$ cat config.mk
export PLATFORM = sky130hd
export DESIGN_NAME = load_store_arbiter
export DESIGN_NICKNAME = d
export VERILOG_FILES = /design/src/rtl/load_store_arbiter_pkg.sv /design/src/rtl/load_store_arbiter_select.sv /design/src/rtl/load_store_arbiter.sv
export SDC_FILE = /design/constraint.sdc
export NUM_CORES = 1
export LEC_CHECK = 0
export CORE_AREA = 4 4 438 440
export DETAILED_ROUTE_END_ITERATION = 8
export DIE_AREA = 0 0 442 444
export SLEW_MARGIN = 0
export SYNTH_ARGS = -nofsm -noshare
export SYNTH_HDL_FRONTEND = slang
export SYNTH_SLANG_ARGS = --single-unit
export TNS_END_PERCENT = 5
$ cat constraint.sdc
create_clock -name clk -period 1.74 [get_ports clk]
set_input_delay 0.435 -clock clk [delete_from_list [all_inputs] [get_ports clk]]
set_output_delay 0.435 -clock clk [all_outputs]
set_load 0.01 [all_outputs]
$ cat src/rtl/load_store_arbiter_pkg.sv
// Shared types for the load/store arbiter: LSU request payload, command
// encodings, arbiter FSM states and requester count.
package load_store_arbiter_pkg;

  localparam int unsigned NUM_REQ = 2;
  localparam int unsigned XLEN    = 64;

  typedef logic [XLEN-1:0] addr_t;
  typedef logic [XLEN-1:0] word_t;
  typedef logic [63:0]     uint64_t;

  typedef enum logic [1:0] {
    MEM_CMD_LOAD  = 2'd0,
    MEM_CMD_STORE = 2'd1,
    MEM_CMD_FENCE = 2'd2,
    MEM_CMD_AMO   = 2'd3
  } MemUnitCommand;

  typedef enum logic [1:0] {
    LS_CMD_BYTE   = 2'd0,
    LS_CMD_HALF   = 2'd1,
    LS_CMD_WORD   = 2'd2,
    LS_CMD_DOUBLE = 2'd3
  } LoadStoreUnitCommand;

  typedef struct packed {
    addr_t               addr;
    MemUnitCommand       command;
    LoadStoreUnitCommand loadStoreUnitCommand;
    word_t               imm;
    word_t               srcIntRegValue1;
    word_t               srcIntRegValue2;
    uint64_t             srcFpRegValue2;
    logic                invalidateTlb;
  } LsuRequest;

  typedef enum logic [1:0] {
    ST_IDLE = 2'd0,
    ST_BUSY = 2'd1,
    ST_RESP = 2'd2
  } state_t;

endpackage

$ cat src/rtl/load_store_arbiter_select.sv
// Combinational round-robin picker: the pointer names the preferred requester,
// a lone requester wins regardless of the pointer.
module load_store_arbiter_select
  import load_store_arbiter_pkg::*;
(
  input  logic [NUM_REQ-1:0] i_req,
  input  logic               i_ptr,
  output logic               o_grant_valid_c,
  output logic               o_grant_idx_c
);

  always_comb begin
    o_grant_valid_c = |i_req;
    o_grant_idx_c   = 1'b0;
    if (i_req[i_ptr]) begin
      o_grant_idx_c = i_ptr;
    end else if (i_req[~i_ptr]) begin
      o_grant_idx_c = ~i_ptr;
    end
  end

endmodule

$ cat src/rtl/load_store_arbiter.sv
// Arbitrates two requesters onto one shared load/store unit: IDLE picks a
// winner, BUSY drives the unit until done, RESP pulses the owner's reqDone.
module load_store_arbiter
  import load_store_arbiter_pkg::*;
(
  input  logic                  clk,
  input  logic                  rstN,
  input  logic [NUM_REQ-1:0]    reqEnable,
  input  LsuRequest [NUM_REQ-1:0] req,
  output logic [NUM_REQ-1:0]    reqDone,
  output logic [XLEN-1:0]       respResult,
  output logic                  respLoadPagefault,
  output logic                  respStorePagefault,
  output logic                  lsuEnable,
  output LsuRequest             lsuRequest,
  input  logic                  lsuDone,
  input  logic [XLEN-1:0]       lsuResult,
  input  logic                  lsuLoadPagefault,
  input  logic                  lsuStorePagefault,
  output logic                  busy
);

  state_t               r_state, w_next_state;
  logic                 r_ptr, w_ptr;
  logic                 r_owner, w_owner;
  LsuRequest            r_hold, w_hold;
  logic [XLEN-1:0]      r_result, w_result;
  logic                 r_lpf, w_lpf;
  logic                 r_spf, w_spf;
  logic [NUM_REQ-1:0]   r_req_done, w_req_done;
  logic                 r_lsu_enable, w_lsu_enable;
  logic                 r_busy, w_busy;
  logic                 w_grant_valid;
  logic                 w_grant_idx;

  load_store_arbiter_select u_select (
    .i_req           (reqEnable),
    .i_ptr           (r_ptr),
    .o_grant_valid_c (w_grant_valid),
    .o_grant_idx_c   (w_grant_idx)
  );

  // State and registered outputs
  always_ff @(posedge clk or negedge rstN) begin
    if (!rstN) begin
      r_state      <= ST_IDLE;
      r_ptr        <= 1'b0;
      r_owner      <= 1'b0;
      r_hold       <= '0;
      r_result     <= '0;
      r_lpf        <= 1'b0;
      r_spf        <= 1'b0;
      r_req_done   <= '0;
      r_lsu_enable <= 1'b0;
      r_busy       <= 1'b0;
    end else begin
      r_state      <= w_next_state;
      r_ptr        <= w_ptr;
      r_owner      <= w_owner;
      r_hold       <= w_hold;
      r_result     <= w_result;
      r_lpf        <= w_lpf;
      r_spf        <= w_spf;
      r_req_done   <= w_req_done;
      r_lsu_enable <= w_lsu_enable;
      r_busy       <= w_busy;
    end
  end

  // Next state; output values are those of the state being entered
  always_comb begin
    w_next_state = r_state;
    w_ptr        = r_ptr;
    w_owner      = r_owner;
    w_hold       = r_hold;
    w_result     = r_result;
    w_lpf        = r_lpf;
    w_spf        = r_spf;
    w_req_done   = '0;
    w_lsu_enable = 1'b0;
    w_busy       = 1'b0;
    case (r_state)
      ST_IDLE: begin
        if (w_grant_valid) begin
          w_owner      = w_grant_idx;
          w_hold       = req[w_grant_idx];
          w_lsu_enable = 1'b1;
          w_busy       = 1'b1;
          w_next_state = ST_BUSY;
        end
      end
      ST_BUSY: begin
        w_busy = 1'b1;
        if (lsuDone) begin
          w_result            = lsuResult;
          w_lpf               = lsuLoadPagefault;
          w_spf               = lsuStorePagefault;
          w_req_done[r_owner] = 1'b1;
          w_next_state        = ST_RESP;
        end else begin
          w_lsu_enable = 1'b1;
        end
      end
      ST_RESP: begin
        w_ptr        = ~r_owner;
        w_next_state = ST_IDLE;
      end
      default: w_next_state = ST_IDLE;
    endcase
  end

  assign reqDone            = r_req_done;
  assign respResult         = r_result;
  assign respLoadPagefault  = r_lpf;
  assign respStorePagefault = r_spf;
  assign lsuEnable          = r_lsu_enable;
  assign lsuRequest         = r_hold;
  assign busy               = r_busy;

endmodule

======== After elaboration in Yosys (flattened, before gate mapping) ========
Index checks and enable logic that the tools add are counted.
cells by class
  magnitude comparators ................... 5
  equality and inequality tests ........... 4
  multiplexer cells ....................... 19
  bitwise operators ....................... 2
  reductions and logical operators ........ 6
operators with widths
  operator                                                     number
  2-to-1 mux 325 bit                                           2
  2-to-1 mux 1 bit                                             9
  less-than comparator 1 x 2 -> 1 bit (second input constant)  4
  2-to-1 mux 2 bit                                             4
  AND reduction 2 bit                                          3
  one-hot mux 1 bit (2 select lines)                           2
  one-hot mux 2 bit (2 select lines)                           1
  equality test 2 x 1 -> 1 bit (second input constant)         1
  equality test 2 bit (second input constant)                  1
  logical NOT 2 bit                                            1
  inequality test 2 x 1 -> 1 bit (second input constant)       1
  inequality test 2 bit (second input constant)                1
  NOT 1 bit                                                    2
  OR reduction 2 bit                                           1
  demux 1 bit (select 1 bit)                                   1
  greater-or-equal comparator 1 bit (second input constant)    1
  logical AND 1 bit                                            1
word-level totals
  register bits after elaboration ......... 399
  bits of input ports ..................... 721
  output and inout bits ................... 395
  logic and storage cells ................. 53

======== Logic depth before layout (Yosys ltp) ========
Gate-level depths: netlist of run 1.
  depth in word-level cells ............... 7
  gate-level depth with buffers ........... 8
  gate-level depth less buffers ........... 3

======== Hierarchy ========
A second synthesis of run 1 with hierarchy kept.
unflattened totals
  cells, all modules ...................... 1211
  area, all modules ....................... 18863.1 µm²
modules (own cells, without submodules)
  module                     times used  cells an instance  area an instance (µm²)  sequential area each (µm²)
  load_store_arbiter         1           1208               18845.6                 9984.6
  load_store_arbiter_select  1           3                  17.5                    0.0

======== Worst setup path before layout of run 1 ========
No wires, ideal clock.
  path type ............................... input -> register
  start ................................... input port reqEnable[1]
  end ..................................... register r_hold, in the netlist lsuRequest[223]
  setup time .............................. 128 ps
  data arrival time ....................... 1485 ps
  data required time ...................... 1612 ps
  path slack .............................. 127 ps
  cell stages on the path ................. 8
  buffers on the path ..................... 5
  cell sequence ........................... buf_4 > or2_1 > buf_2 > buf_6 > buf_6 > buf_2 > a21oi_1 > a21oi_1
on the way
  longest elaborated chain between the ends .. 6
  elaborated cells on any way between the ends .. 10
  those cells by class .................... mux (8); reduce/logical (2)
RTL lines
  what                                                    line                             RTL
  start, declared                                         load_store_arbiter.sv:8          input logic [NUM_REQ-1:0] reqEnable,
  2-to-1 mux 1 bit (not written as such) (2 in series)    load_store_arbiter_select.sv:17  end else if (i_req[~i_ptr]) begin
  2-to-1 mux 1 bit                                        load_store_arbiter_select.sv:17
  2-to-1 mux 1 bit                                        load_store_arbiter_select.sv:15  if (i_req[i_ptr]) begin
  2-to-1 mux 325 bit (not written as such) (2 in series)  load_store_arbiter.sv:86         w_hold = req[w_grant_idx];
  end signal, assigned                                    load_store_arbiter.sv:60         r_hold <= w_hold;
  end, declared                                           load_store_arbiter.sv:26         LsuRequest r_hold, w_hold;
Parallel ways exist; a longest one is shown, timed or not. The select of a mux whose other input is x is not followed.
A chain may end at the register's enable or synchronous reset.

======== Worst setup path after layout of run 1 ========
  start ................................... register r_state[0]
  end ..................................... register r_hold, in the netlist lsuRequest[112]
on the way
  longest elaborated chain between the ends .. 2
RTL lines
  what                           line                      RTL
  start, declared                load_store_arbiter.sv:23  state_t r_state, w_next_state;
  start signal, assigned         load_store_arbiter.sv:57  r_state <= w_next_state;
  logical NOT 2 bit              load_store_arbiter.sv:82  case (r_state)
  AND reduction 2 bit (no line)  --
Every way passes these cells.

==> results of run 1 <==
logic make-up (layout without fill, tap and decap cells):
kind of cell | Yosys count | after routing | share of synthesized area [%]
buffers and inverters | 298 | 1462 | 6.75
AND/OR/NAND/NOR | 16 | 16 | 0.453
AO/OA/AOI/OAI | 1304 | 1304 | 38.9
other | 0 | 28 | 0
flip-flops | 399 | 399 | 50.1
multiplexers | 66 | 66 | 3.73
cell usage after synthesis, types with 2 or more instances:
cell type / count / area, um2
a21oi_1: 650 / 3250
a311oi_1: 325 / 2850
buf_1: 10 / 37.5
buf_2: 75 / 375
buf_4: 11 / 82.6
buf_6: 12 / 135
clkbuf_1: 188 / 706
dfrtp_1: 399 / 9980
mux2_2: 66 / 743
nand2_1: 2 / 7.51
nand2b_1: 3 / 18.8
nor2_1: 3 / 11.3
nor3_1: 2 / 10.0
o21ai_0: 288 / 1440
o21ai_1: 40 / 200
or2_1: 2 / 12.5
metal layers:
layer	part of all wire, %	wire length, um	track usage, %
met2	48	75800	24.6
met1	38	60700	17.5
met5	0.23	370	0
met3	9.2	14400	5.10
met4	4.1	6440	6.04
what timing repair did:
action                     4_1_cts  5_1_grt
gates cloned                     0        7
setup endpoints to repair      582      537
hold buffers                     1        0
setup buffers                   15        4
hold endpoints to repair         7        0
pin swaps                        0        5
gates resized for setup       1135      358
worst max-delay path by stage:
stage                    startpoint         endpoint  slack, ns
finish                   r_state[0]  lsuRequest[112]      -0.08
CTS                 lsuRequest[183]  lsuRequest[183]      -0.10
global route             r_state[0]  lsuRequest[228]      -0.09
global placement       reqEnable[0]  lsuRequest[216]      -1.04
detailed placement     reqEnable[0]   lsuRequest[83]       -1.0
floorplan              reqEnable[1]  lsuRequest[223]       0.13
through the flow:
step | hold slack (ns) | instances | setup slack (ns)
after floorplan | 0.139 | 2083 | 0.127
after global placement | 0.451 | 5619 | -1.04
after detailed placement | 0.450 | 5619 | -0.995
after CTS | 0.220 | 5731 | -0.103
after global routing | 0.260 | 5753 | -0.0907
final | 0.306 | 5770 | -0.0788
worst max-delay path: stages (launching register included):
cell and delay [ns]:
dfrtp_1 0.38, or2_4 0.31, buf_16 0.19, buf_12 0.25
a311oi_2 0.33, a21oi_1 0.11
registers in the layout, summed over array words and instances (netlist names):
signal,flops
busy,1
lsuEnable,1
lsuRequest,325
r_owner,1
r_ptr,1
r_state,2
reqDone,2
respLoadPagefault,1
respResult,64
respStorePagefault,1
report_power, final:
part	total [mW]	internal (mW)	switching [mW]	leakage [nW]
clock	11.1	6.28	4.85	0.844
sequential	17.3	14.1	3.22	4.49
combinational	32.0	13.8	18.3	8.16
total	60.5	34.1	26.3	13.5
layout make-up:
cell class / instances / area (um2)
antenna: 28 / 70.1
multi-input combinational: 1386 / 9060
sequential: 399 / 10000
tap: 2495 / 3120
timing repair buffer: 1364 / 12700
inverter: 2 / 15.0
fill: 20700 / 151000
clock inverter: 21 / 220
clock buffer: 75 / 1490
==> flow_summary.json, run 1 <==
{
  "outcome": "complete, but fails checks",
  "violations": "negative setup slack",
  "path_class": "register to register",
  "grt_overflow": 0,
  "worstPathRequired_ns": 2.28,
  "grt_util_all_layers_pct": 14.8,
  "vias": 24500,
  "yosys_warnings": 0,
  "dieArea_um2": 196000,
  "nets": 3927,
  "io_buffers": 1115,
  "min_from": "req[39]",
  "post-route-period-util_pct": 105,
  "ir_worst_vdd_uv": 748,
  "antenna_found_initial": 88,
  "fin_area_um2": 36700,
  "synth_area_um2": 19900,
  "fp.coreArea_um2": 188000,
  "clkSinkCount": 399,
  "rrSetupSlack_ns": -0.08,
  "avgSynthCellArea_um2": 9.56,
  "hp-class": "input port to register",
  "clk_pin_slew_ns": 0.07,
  "rows": 159,
  "wl_per_cell_um": 27.3,
  "worst_slew_pin_slew_ns": 0.779,
  "synthArstFlopShare_pct": 100,
  "via_per_inst": 4.24,
  "dp_hpwl_um": 124000,
  "grt_pass1_wl_um": 206000,
  "cp_max_fo": 32,
  "drt_wl_total_um": 158000,
  "clock_latency_ns": 0.69,
  "ant_nets": 0,
  "ys_seq_elements": 399,
  "drt_iter0_drc": 2192,
  "total_power_mw": 60.5,
  "cts_buffer_depth": 3,
  "timing.final.ws_setup_ns": -0.0788,
  "hold-path-endpoint": "lsuRequest[39]",
  "max_cap_viol_count": 0,
  "ys_seq_area_share_pct": 50.1,
  "start_kind": "register",
  "arrival_ns": 2.36,
  "die-height_um": 444,
  "utilization_pct": 19.6,
  "endpoint_kind": "register",
  "grt_max_degree": 79,
  "ioPinCount": 1116,
  "drive_gt1_share_pct": 27.0,
  "power_density_nw_per_um2": 1650,
  "final_cell_mix": "717 x clkdlybuf4s50_1, 646 x a21oi_1, 386 x dfrtp_1",
  "h-tree-depth": 2,
  "synthCells": 2083,
  "finalHoldViolCount": 0,
  "slew_headroom_pct": 47.7,
  "gp_congestion": 0.959,
  "skew_ns": 0.0302,
  "tns_ns": -0.634,
  "die_w_um": 442,
  "place_area_um2": 35600,
  "ys_types": 23,
  "reg2reg_from": "r_state[0]",
  "worst_r2r_path_depth": 5,
  "drv_slew": 0,
  "rsz0062_at_grt": "yes",
  "areaGrowthSynthToFinish_pct": 84.5,
  "synth_ff_type": "dfrtp_1",
  "numCtsBuffers": 53,
  "fmax_ghz": 0.550,
  "whs_path_depth": 3,
  "synth_edf_count": 0,
  "start_util_pct": 10.6,
  "first_global_vias": 23800,
  "cts_root_buf": "clkbuf_16",
  "drc": 0,
  "synth_nets": 2804,
  "drtPass1Iterations": 5,
  "cts_tree": "yes",
  "finalSetupViolations": 39,
  "min_period_ns": 1.82,
  "leakage_nw": 13.5,
  "r2r_end": "lsuRequest[112]",
  "final_common_cell": "clkdlybuf4s50_1"
}
Note: power is estimated with default switching activity, not from simulation.
==> run 2: changes to the inputs <==
--- a/config.mk
+++ b/config.mk
@@ -8,6 +8,7 @@
 export CORE_AREA = 4 4 438 440
 export DETAILED_ROUTE_END_ITERATION = 8
 export DIE_AREA = 0 0 442 444
+export PLACE_DENSITY = 0.3
 export SLEW_MARGIN = 0
 export SYNTH_ARGS = -nofsm -noshare
 export SYNTH_HDL_FRONTEND = slang
==> flow_summary.json, run 2 (synthesis gave the netlist of run 1 again) <==
{
  "post-route-period-util_pct": 105,
  "tns_ns": -1.31,
  "outcome": "complete, but fails checks",
  "finalSetupViolations": 44,
  "hp-class": "input port to asynchronous set/reset pin",
  "drv_slew": 0,
  "grt_pass1_wl_um": 219000,
  "gp_congestion": 0.823,
  "ioPinCount": 1116,
  "fin_cells": 5865,
  "h-tree-depth": 2,
  "cts_tree": "yes",
  "dieArea_um2": 196000,
  "crit_path_cell_trace": "or2_4, buf_12, buf_12, buf_6, a311oi_2, buf_4, a21oi_1",
  "total_power_mw": 64.2,
  "dp_hpwl_um": 126000,
  "fill_cells": 20700,
  "start_util_pct": 10.6,
  "worst_slew_pin_slew_ns": 0.531,
  "ir_worst_vdd_uv": 814,
  "placed_cells": 5713,
  "start_kind": "register",
  "vias": 23800,
  "grt_overflow": 0,
  "first_global_vias": 24800,
  "endpoint_kind": "register",
  "largest_register_ffs": 325,
  "cp_num_buf_inv": 4,
  "numCtsBuffers": 60,
  "drc": 0,
  "nets": 4014,
  "path_class": "register to register",
  "rows": 159,
  "cts_root_buf": "clkbuf_16",
  "drtPass1Iterations": 5,
  "crit_family": "buffers and inverters",
  "slew_headroom_pct": 64.6,
  "io_buffers": 1115,
  "rsz0062_at_grt": "yes",
  "final_cell_mix": "718 x clkdlybuf4s50_1, 647 x a21oi_1, 375 x dfrtp_1",
  "violations": "negative setup slack",
  "via_per_inst": 4.07,
  "rrSetupSlack_ns": -0.09,
  "cp_slowest_stage_delay_ns": 0.38,
  "cp_max_fo": 23,
  "power_density_nw_per_um2": 1680,
  "final_common_cell": "clkdlybuf4s50_1",
  "ant_nets": 0,
  "utilization_pct": 20.4,
  "crit_top_cell": "buf_12",
  "die_w_um": 442,
  "grt_util_all_layers_pct": 15.7,
  "leakage_nw": 14.2,
  "die-height_um": 444,
  "fmax_ghz": 0.547,
  "drt_wl_total_um": 166000,
  "max_cap_viol_count": 0,
  "areaGrowthSynthToFinish_pct": 92.4,
  "grt_max_degree": 79,
  "dpl_worst_slack_ns": -0.862,
  "antenna_found_initial": 51,
  "clk_pin_slew_ns": 0.06,
  "arrival_ns": 2.39,
  "min_period_ns": 1.83,
  "clock_latency_ns": 0.68,
  "skew_ns": 0.0248,
  "wl_per_cell_um": 28.2,
  "clkSinkCount": 399,
  "worstPathRequired_ns": 2.31,
  "slowest_stage": "dfrtp_1",
  "drive_gt1_share_pct": 31.7,
  "fp.coreArea_um2": 188000,
  "cts_buffer_depth": 3,
  "drt_iter0_drc": 1579,
  "finalHoldViolCount": 0,
  "timing.final.ws_setup_ns": -0.0891
}
[run 2: worst paths after layout]
check                               startpoint               to  cells past startpoint
worst max-delay path                r_state[1]  lsuRequest[222]                      7
worst min-delay path                      rstN  lsuRequest[311]                      2
worst max register to register      r_state[1]  lsuRequest[222]                      7
worst min register to register  respResult[41]   respResult[41]                      1
max in group asynchronous                 rstN   lsuRequest[50]                      3
min in group clk                      req[159]  lsuRequest[159]                      3
[run 2: cell type report]
cell class              instances  area, um2  area share, %
clock inverters                23        245          0.640
multi-input cells            1386       9540           24.9
clock buffers                  89       1780           4.65
flip-flops and latches        399      10000           26.1
diodes                         27       67.6          0.176
inverters                       2       15.0         0.0392
repair buffers               1444      13500           35.3
well taps                    2495       3120           8.15
[run 2: where the power goes]
part	switching, mW	internal, mW	total (mW)	leakage [nW]
clock network	5.45	7.51	13.0	0.999
logic	18.8	15.1	33.9	8.73
registers	3.29	14.1	17.4	4.48
total	27.5	36.7	64.2	14.2
[run 2: per-stage QoR]
stage / cell area (um2) / hold WS (ns)
4_1_cts: 37900 / 0.110
5_1_grt: 38300 / 0.152
2_1_floorplan: 19900 / 0.139
6_report: 38300 / 0.181
3_5_place_dp: 36300 / 0.299
3_3_place_gp: 36300 / 0.299
[run 2: timing repair]
action | CTS | global route
gates resized for setup | 1027 | 677
endpoints found under the hold margin | 219 | 0
endpoints found under the setup margin | 532 | 594
setup buffers | 4 | 5
gates cloned | 0 | 3
hold buffers | 1 | 0
pin swaps | 2 | 44
[run 2: layer usage]
metal / track usage, % / wire [um] / vias to the layer above
met2: 27.7 / 83700 / 923
met5: 0 / 95 / -
met1: 19.0 / 67000 / 12100
met3: 3.91 / 10400 / 173
met4: 4.05 / 4400 / 14
li1: - / - / 10600
